===== config.mk =====
export PLATFORM = sky130hd
export DESIGN_NAME = ofdm_tx_cp_framer_flat
export DESIGN_NICKNAME = d
export VERILOG_FILES = /design/src/rtl/ofdm_tx_cp_framer_if.sv /design/src/rtl/ofdm_tx_cp_framer.sv /design/src/flat_wrapper.sv
export SDC_FILE = /design/constraint.sdc
export NUM_CORES = 2
export LEC_CHECK = 0
export CORE_MARGIN = 2
export CORE_UTILIZATION = 45
export CTS_CLUSTER_SIZE = 16
export DETAILED_ROUTE_END_ITERATION = 10
export DONT_BUFFER_PORTS = 1
export PLACE_DENSITY = 0.69
export SLEW_MARGIN = 5
export SYNTH_ARGS = -nofsm -noshare
export SYNTH_HDL_FRONTEND = slang
export SYNTH_SLANG_ARGS = --single-unit

===== constraint.sdc =====
create_clock -name sys_clk -period 3 [get_ports sys_clk]
set_clock_uncertainty 0.2 [all_clocks]
set_input_delay 0.45 -clock sys_clk [delete_from_list [all_inputs] [get_ports sys_clk]]
set_output_delay 0.45 -clock sys_clk [all_outputs]
set_load 0.05 [all_outputs]

===== src/rtl/ofdm_tx_cp_framer_if.sv =====
// Sample-stream bundle for the OFDM TX cyclic-prefix framer: symbol input with ready/valid handshake,
// framed output as a one-cycle valid pulse per sample, and the underrun flag.
interface ofdm_tx_cp_framer_if #(
  parameter int W = 12
);
  logic [W-1:0] in_i;
  logic [W-1:0] in_q;
  logic         in_valid;
  logic         in_ready;
  logic [W-1:0] tx_data_i;
  logic [W-1:0] tx_data_q;
  logic         tx_data_valid;
  logic         tx_underrun;

  modport master (
    output in_i, in_q, in_valid,
    input  in_ready, tx_data_i, tx_data_q, tx_data_valid, tx_underrun
  );

  modport slave (
    input  in_i, in_q, in_valid,
    output in_ready, tx_data_i, tx_data_q, tx_data_valid, tx_underrun
  );
endinterface


===== src/rtl/ofdm_tx_cp_framer.sv =====
// Ping-pong symbol store re-emitted with a cyclic prefix, one sample per strobe, output one cycle after the tick;
// in_ready drops while both buffers are full. OFDM_TX_ZERO_FILL_EN emits zero samples on idle ticks.
module ofdm_tx_cp_framer #(
  parameter int sample_bit_width_g = 12,
  parameter int symbol_length_g    = 64,
  parameter int guard_length_g     = 16,
  parameter int strobe_div_g       = 25
) (
  input  logic                  sys_clk,
  input  logic                  sys_rstn,
  input  logic                  sys_init,
  ofdm_tx_cp_framer_if.slave    bus
);

  localparam int W  = sample_bit_width_g;
  localparam int IW = $clog2(symbol_length_g);
  localparam int CW = $clog2(strobe_div_g + 1);

  localparam logic [IW-1:0] IDX_LAST  = IW'(symbol_length_g - 1);
  localparam logic [IW-1:0] PFX_START = IW'(symbol_length_g - guard_length_g);
  localparam logic [IW-1:0] PFX_NEXT  = IW'(symbol_length_g - guard_length_g + 1);
  localparam logic [CW-1:0] CNT_TOP   = CW'(strobe_div_g);

  typedef enum logic [1:0] {IDLE, PREFIX, BODY} state_t;

  logic [2*W-1:0] mem [0:2*symbol_length_g-1];

  logic [CW-1:0] cnt;
  logic          tick;

  logic [1:0]    full, full_nxt;
  logic          wr_buf, wr_buf_nxt;
  logic [IW-1:0] wr_idx, wr_idx_nxt;
  logic          ready_q;
  logic          accept;

  state_t        state;
  logic          rd_buf;
  logic [IW-1:0] rd_idx;
  logic          release_buf;
  logic [IW:0]   rd_addr;
  logic [2*W-1:0] rd_dat;
  logic          sent;
  logic          underrun;
  logic [W-1:0]  out_i, out_q;
  logic          out_valid;

  assign tick        = (cnt == CNT_TOP);
  assign accept      = bus.in_valid & ready_q;
  assign release_buf = tick && (state == BODY) && (rd_idx == IDX_LAST);
  assign rd_addr     = {rd_buf, (state == IDLE) ? PFX_START : rd_idx};
  assign rd_dat      = mem[rd_addr];

  assign bus.in_ready      = ready_q;
  assign bus.tx_data_i     = out_i;
  assign bus.tx_data_q     = out_q;
  assign bus.tx_data_valid = out_valid;
  assign bus.tx_underrun   = underrun;

  always_ff @(posedge sys_clk or negedge sys_rstn) begin
    if (!sys_rstn) begin
      cnt <= '0;
    end else if (sys_init) begin
      cnt <= '0;
    end else begin
      cnt <= tick ? CW'(1) : cnt + CW'(1);
    end
  end

  // Release and fill always target different buffers, so both updates can land together.
  always_comb begin
    full_nxt   = full;
    wr_buf_nxt = wr_buf;
    wr_idx_nxt = wr_idx;
    if (release_buf) full_nxt[rd_buf] = 1'b0;
    if (accept) begin
      if (wr_idx == IDX_LAST) begin
        full_nxt[wr_buf] = 1'b1;
        wr_buf_nxt       = ~wr_buf;
        wr_idx_nxt       = '0;
      end else begin
        wr_idx_nxt = wr_idx + IW'(1);
      end
    end
  end

  always_ff @(posedge sys_clk or negedge sys_rstn) begin
    if (!sys_rstn) begin
      full    <= '0;
      wr_buf  <= 1'b0;
      wr_idx  <= '0;
      ready_q <= 1'b1;
    end else if (sys_init) begin
      full    <= '0;
      wr_buf  <= 1'b0;
      wr_idx  <= '0;
      ready_q <= 1'b1;
    end else begin
      full    <= full_nxt;
      wr_buf  <= wr_buf_nxt;
      wr_idx  <= wr_idx_nxt;
      ready_q <= ~full_nxt[wr_buf_nxt];
    end
  end

  always_ff @(posedge sys_clk) begin
    if (accept) mem[{wr_buf, wr_idx}] <= {bus.in_i, bus.in_q};
  end

  always_ff @(posedge sys_clk or negedge sys_rstn) begin
    if (!sys_rstn) begin
      state     <= IDLE;
      rd_buf    <= 1'b0;
      rd_idx    <= '0;
      sent      <= 1'b0;
      underrun  <= 1'b0;
      out_i     <= '0;
      out_q     <= '0;
      out_valid <= 1'b0;
    end else if (sys_init) begin
      state     <= IDLE;
      rd_buf    <= 1'b0;
      rd_idx    <= '0;
      sent      <= 1'b0;
      underrun  <= 1'b0;
      out_i     <= '0;
      out_q     <= '0;
      out_valid <= 1'b0;
    end else begin
      out_valid <= 1'b0;
      if (tick) begin
        case (state)
          IDLE: begin
            if (full[rd_buf]) begin
              out_i     <= rd_dat[2*W-1:W];
              out_q     <= rd_dat[W-1:0];
              out_valid <= 1'b1;
              if (PFX_START == IDX_LAST) begin
                state  <= BODY;
                rd_idx <= '0;
              end else begin
                state  <= PREFIX;
                rd_idx <= PFX_NEXT;
              end
            end else begin
              if (sent) underrun <= 1'b1;
`ifdef OFDM_TX_ZERO_FILL_EN
              out_i     <= '0;
              out_q     <= '0;
              out_valid <= 1'b1;
`endif
            end
          end
          PREFIX: begin
            out_i     <= rd_dat[2*W-1:W];
            out_q     <= rd_dat[W-1:0];
            out_valid <= 1'b1;
            if (rd_idx == IDX_LAST) begin
              state  <= BODY;
              rd_idx <= '0;
            end else begin
              rd_idx <= rd_idx + IW'(1);
            end
          end
          BODY: begin
            out_i     <= rd_dat[2*W-1:W];
            out_q     <= rd_dat[W-1:0];
            out_valid <= 1'b1;
            if (rd_idx == IDX_LAST) begin
              sent   <= 1'b1;
              rd_buf <= ~rd_buf;
              // Only a buffer already full before this tick chains on without a gap.
              if (full[~rd_buf]) begin
                state  <= PREFIX;
                rd_idx <= PFX_START;
              end else begin
                state  <= IDLE;
                rd_idx <= '0;
              end
            end else begin
              rd_idx <= rd_idx + IW'(1);
            end
          end
          default: begin
            state  <= IDLE;
            rd_idx <= '0;
          end
        endcase
      end
    end
  end

endmodule

===== src/flat_wrapper.sv =====
// flat-port wrapper written by rule: the top's interface ports become plain ports
module ofdm_tx_cp_framer_flat 
#(
  parameter int sample_bit_width_g = 12,
  parameter int symbol_length_g    = 64,
  parameter int guard_length_g     = 16,
  parameter int strobe_div_g       = 25
)
  (sys_clk, sys_rstn, sys_init, bus_in_i, bus_in_q, bus_in_valid, bus_in_ready, bus_tx_data_i, bus_tx_data_q, bus_tx_data_valid, bus_tx_underrun);
  ofdm_tx_cp_framer_if bus_i ();
  input  logic sys_clk;
  input  logic sys_rstn;
  input  logic sys_init;
  input wire logic [$bits(bus_i.in_i)-1:0] bus_in_i;
  input wire logic [$bits(bus_i.in_q)-1:0] bus_in_q;
  input wire logic [$bits(bus_i.in_valid)-1:0] bus_in_valid;
  output wire logic [$bits(bus_i.in_ready)-1:0] bus_in_ready;
  output wire logic [$bits(bus_i.tx_data_i)-1:0] bus_tx_data_i;
  output wire logic [$bits(bus_i.tx_data_q)-1:0] bus_tx_data_q;
  output wire logic [$bits(bus_i.tx_data_valid)-1:0] bus_tx_data_valid;
  output wire logic [$bits(bus_i.tx_underrun)-1:0] bus_tx_underrun;
  assign bus_i.in_i = bus_in_i;
  assign bus_i.in_q = bus_in_q;
  assign bus_i.in_valid = bus_in_valid;
  assign bus_in_ready = bus_i.in_ready;
  assign bus_tx_data_i = bus_i.tx_data_i;
  assign bus_tx_data_q = bus_i.tx_data_q;
  assign bus_tx_data_valid = bus_i.tx_data_valid;
  assign bus_tx_underrun = bus_i.tx_underrun;
  ofdm_tx_cp_framer #(.sample_bit_width_g(sample_bit_width_g), .symbol_length_g(symbol_length_g), .guard_length_g(guard_length_g), .strobe_div_g(strobe_div_g)) u_core (.sys_clk(sys_clk), .sys_rstn(sys_rstn), .sys_init(sys_init), .bus(bus_i));
endmodule

==> impl_metrics.tcl <==
set metrics [dict create \
    boundaryPins 55 \
    ys_seq_elements 3123 \
    critPathKind "reg -> reg" \
    synth_edf_count 3072 \
    hold_violations 0 \
    cp_slowest_stage_delay_ns 0.54 \
    multi_input_area_sq_um 28850 \
    powerDensity_nw_per_um2 589.9 \
    htreeDepth 5 \
    status "finished, violations left" \
    drtIter0Drc 13210 \
    worst_ep_required_time_ns 3.63 \
    crit_fanout 12 \
    synthesis.instances 7073 \
    ant_nets 0 \
    worst_pin_slew_ns 1.269 \
    fin_crit_sh_pct 118.1 \
    dpl.hpwl_microns 232800 \
    utilization_pct 55.51 \
    yosysWarnings 0 \
    via_per_inst 6.354 \
    path_cells "inv_2 > ha_4 > buf_6 > nor2b_4 > buf_8 > buf_16 > buf_6 > buf_16 > mux4_2 > mux2i_4 > o32ai_4 > nor4_4 > buf_4 > a211oi_2" \
    grt_pass1_vias 71890 \
    grt_pass1_wl_microns 542000 \
    grt_max_degree 129 \
    maxCapViolations 0 \
    grtUsageMet3_pct 7.343 \
    design.core.area_sq_um 270300 \
    grt-ovfl-total 0 \
    placementRows 191 \
    synthArstFlopShare_pct 1.633 \
    fmax_mhz 282.3 \
    path_clk_slew_ns 0.06 \
    area_growth_pct 23.02 \
    antenna_found_initial 20 \
    ys.flop_type "edfxtp_1" \
    drc 0 \
    syn-cell-area_sq_um 122000 \
    rsz0062_at_grt "true" \
    syn-num-nets 7110 \
    drv_slew 0 \
    wl_microns 391500 \
    die-width_microns 524.6 \
    cp.buffers_inverters 7 \
    cts_tree "done" \
    vias 75570 \
    timing.hold.ws_ns 0.1837 \
    final_common_cell "edfxtp_1" \
    post-route-min-period_ns 3.543 \
    setup_violations 24 \
    cts_root_buf "clkbuf_16" \
    violations "setup timing" \
    crit_slowest_cell "mux4_2" \
    grt_busiest_layer "met2" \
    met1_usage_pct 37.04 \
    hp-class "in -> reg" \
    fp.dieH_microns 524.6 \
    fill_cells 19800 \
    crit_arrival_ns 4.17 \
    nets 8116 \
    routedWlPerCell_microns 32.92 \
    endpoint_kind "flip-flop" \
    cts_buffers 325 \
    portBuffers 0 \
    dieArea_sq_um 275200 \
    ys_types 82 \
    initial_core_util_pct 45.12 \
    clock-sinks 3123 \
    clk_latency_ns 1.00 \
    syn_avg_cell_area_sq_um 17.24 \
    cts.path.max_buffers 4 \
    peakVddDrop_mv 0.5632 \
    critical_path.top_delay_family "buffers and inverters" \
    routabilityCongestion 1.007 \
    relSlewSlack_pct 15.38 \
    final_cell_mix "edfxtp_1 (3072), buf_4 (777), nand2_1 (659)" \
    yosysSeqAreaShare_pct 76.69 \
    seqCellArea_sq_um 93530 \
    p_leak_uw 0.04745 \
    cp-start-kind "flip-flop" \
    grt_usage_pct 27.52 \
    postLayoutSetupSlackWorst_ns -0.5426 \
    gr-usage-met2_pct 41.00 \
    dr.pass1.iters 9 \
    drive_gt1_share_pct 27.31 \
]
power breakdown:
part           internal, uW  switching (uW)
Combinational           193            1060
Clock                 22800           16500
Sequential            48000            20.4
Total                 71000           17500
worst register-to-register path: cells and delay by family, from the launching register on:
family	cells	cell delay [ns]
DFF	1	0.36
muxes	2	0.74
adders and majority gates	1	0.19
buffers and inverters	7	1.02
and+or+nand+nor	2	0.71
AOI/OAI and AO/OA	2	0.20
path summary, 6_finish.rpt:
check / from / endpoint / slack, ns / depth (start not counted)
max: u_core.state[0] / u_core.bus.tx_data_i[1] / -0.54 / 14
min: sys_init / u_core.cnt[1] / 0.18 / 3
max reg2reg: u_core.state[0] / u_core.bus.tx_data_i[1] / -0.54 / 14
min reg2reg: u_core.sent / u_core.sent / 0.33 / 2
max in group asynchronous: sys_rstn / u_core.rd_idx[2] / 1.73 / 4
min in group asynchronous: sys_rstn / u_core.bus.in_ready / 0.47 / 3
cells by family after synthesis:
| logic type | after synthesis | share of synthesized area [%] |
|---|---|---|
| mux | 885 | 9.110 |
| compound gates | 1305 | 7.562 |
| simple gates | 1262 | 4.529 |
| fa+ha+maj | 9 | 0.09234 |
| xor+xnor | 6 | 0.04310 |
| flops | 3123 | 76.69 |
| buf+inv | 483 | 1.974 |
synthesized netlist by cell type (50+ instances only):
cell type | instances | area share, %
edfxtp_1 | 3072 | 76
nand2_1 | 677 | 2.1
mux2i_1 | 660 | 5.4
a21oi_1 | 204 | 0.84
nor2_1 | 202 | 0.62
buf_2 | 191 | 0.78
o22ai_1 | 179 | 0.92
mux4_2 | 175 | 3.2
a211oi_1 | 161 | 0.99
clkbuf_1 | 161 | 0.50
a221oi_1 | 142 | 1.0
nand3_1 | 139 | 0.57
o21ai_0 | 118 | 0.48
a22oi_1 | 110 | 0.68
a31oi_1 | 97 | 0.50
nor2b_1 | 96 | 0.49
o221ai_1 | 76 | 0.55
a32oi_1 | 62 | 0.45
buf_4 | 58 | 0.36
nor3_1 | 53 | 0.22
dfrtp_1 | 50 | 1.0
mux2_2 | 50 | 0.46
per-layer routing:
layer	vias up	routed length (microns)
met1	38370	141200
met5	-	36
met4	6	23920
li1	30540	-
met2	5633	174200
met3	1023	52140
repair_timing:
action / in CTS / in global routing
hold buffers: 57 / 0
setup endpoints to repair: 24 / 25
buffers inserted: 47 / 86
pin swaps: 58 / 108
resized for setup: 316 / 256
gates cloned: 17 / 6
hold endpoints to repair: 3156 / 0
stage by stage:
| step | TNS [ns] | instances | area [sq um] | power, uW | setup slack [ns] |
|---|---|---|---|---|---|
| after floorplan | -232.38 | 7073 | 122000 | 49000 | -0.2653 |
| after global placement | -19.82 | 11130 | 134200 | 49090 | -1.161 |
| after detailed placement | -19.17 | 11130 | 134200 | 49100 | -1.132 |
| after CTS | -7.493 | 11810 | 148000 | 88580 | -0.3784 |
| after global routing | -10.20 | 11890 | 150000 | 90320 | -0.5257 |
| final | -9.469 | 11890 | 150000 | 88510 | -0.5426 |
layout make-up:
cell class                 instances  share of cell area, %
multi-input combinational       3467                  19.23
sequential                      3123                  62.34
antenna                            9                0.01501
timing repair buffer            1150                  8.611
clock buffer                     392                  5.748
inverter                          12                0.03002
clock inverter                   171                  1.043
tap                             3570                  2.977
registers in the layout, summed over array words and instances (netlist names), 2 cells and up:
| signal | count |
|---|---|
| u_core.bus.tx_data_i | 12 |
| u_core.bus.tx_data_q | 12 |
| u_core.cnt | 5 |
| u_core.full | 2 |
| u_core.mem | 3072 |
| u_core.rd_idx | 6 |
| u_core.state | 2 |
| u_core.wr_idx | 6 |
No activity file was read; power rests on OpenSTA's default activity.
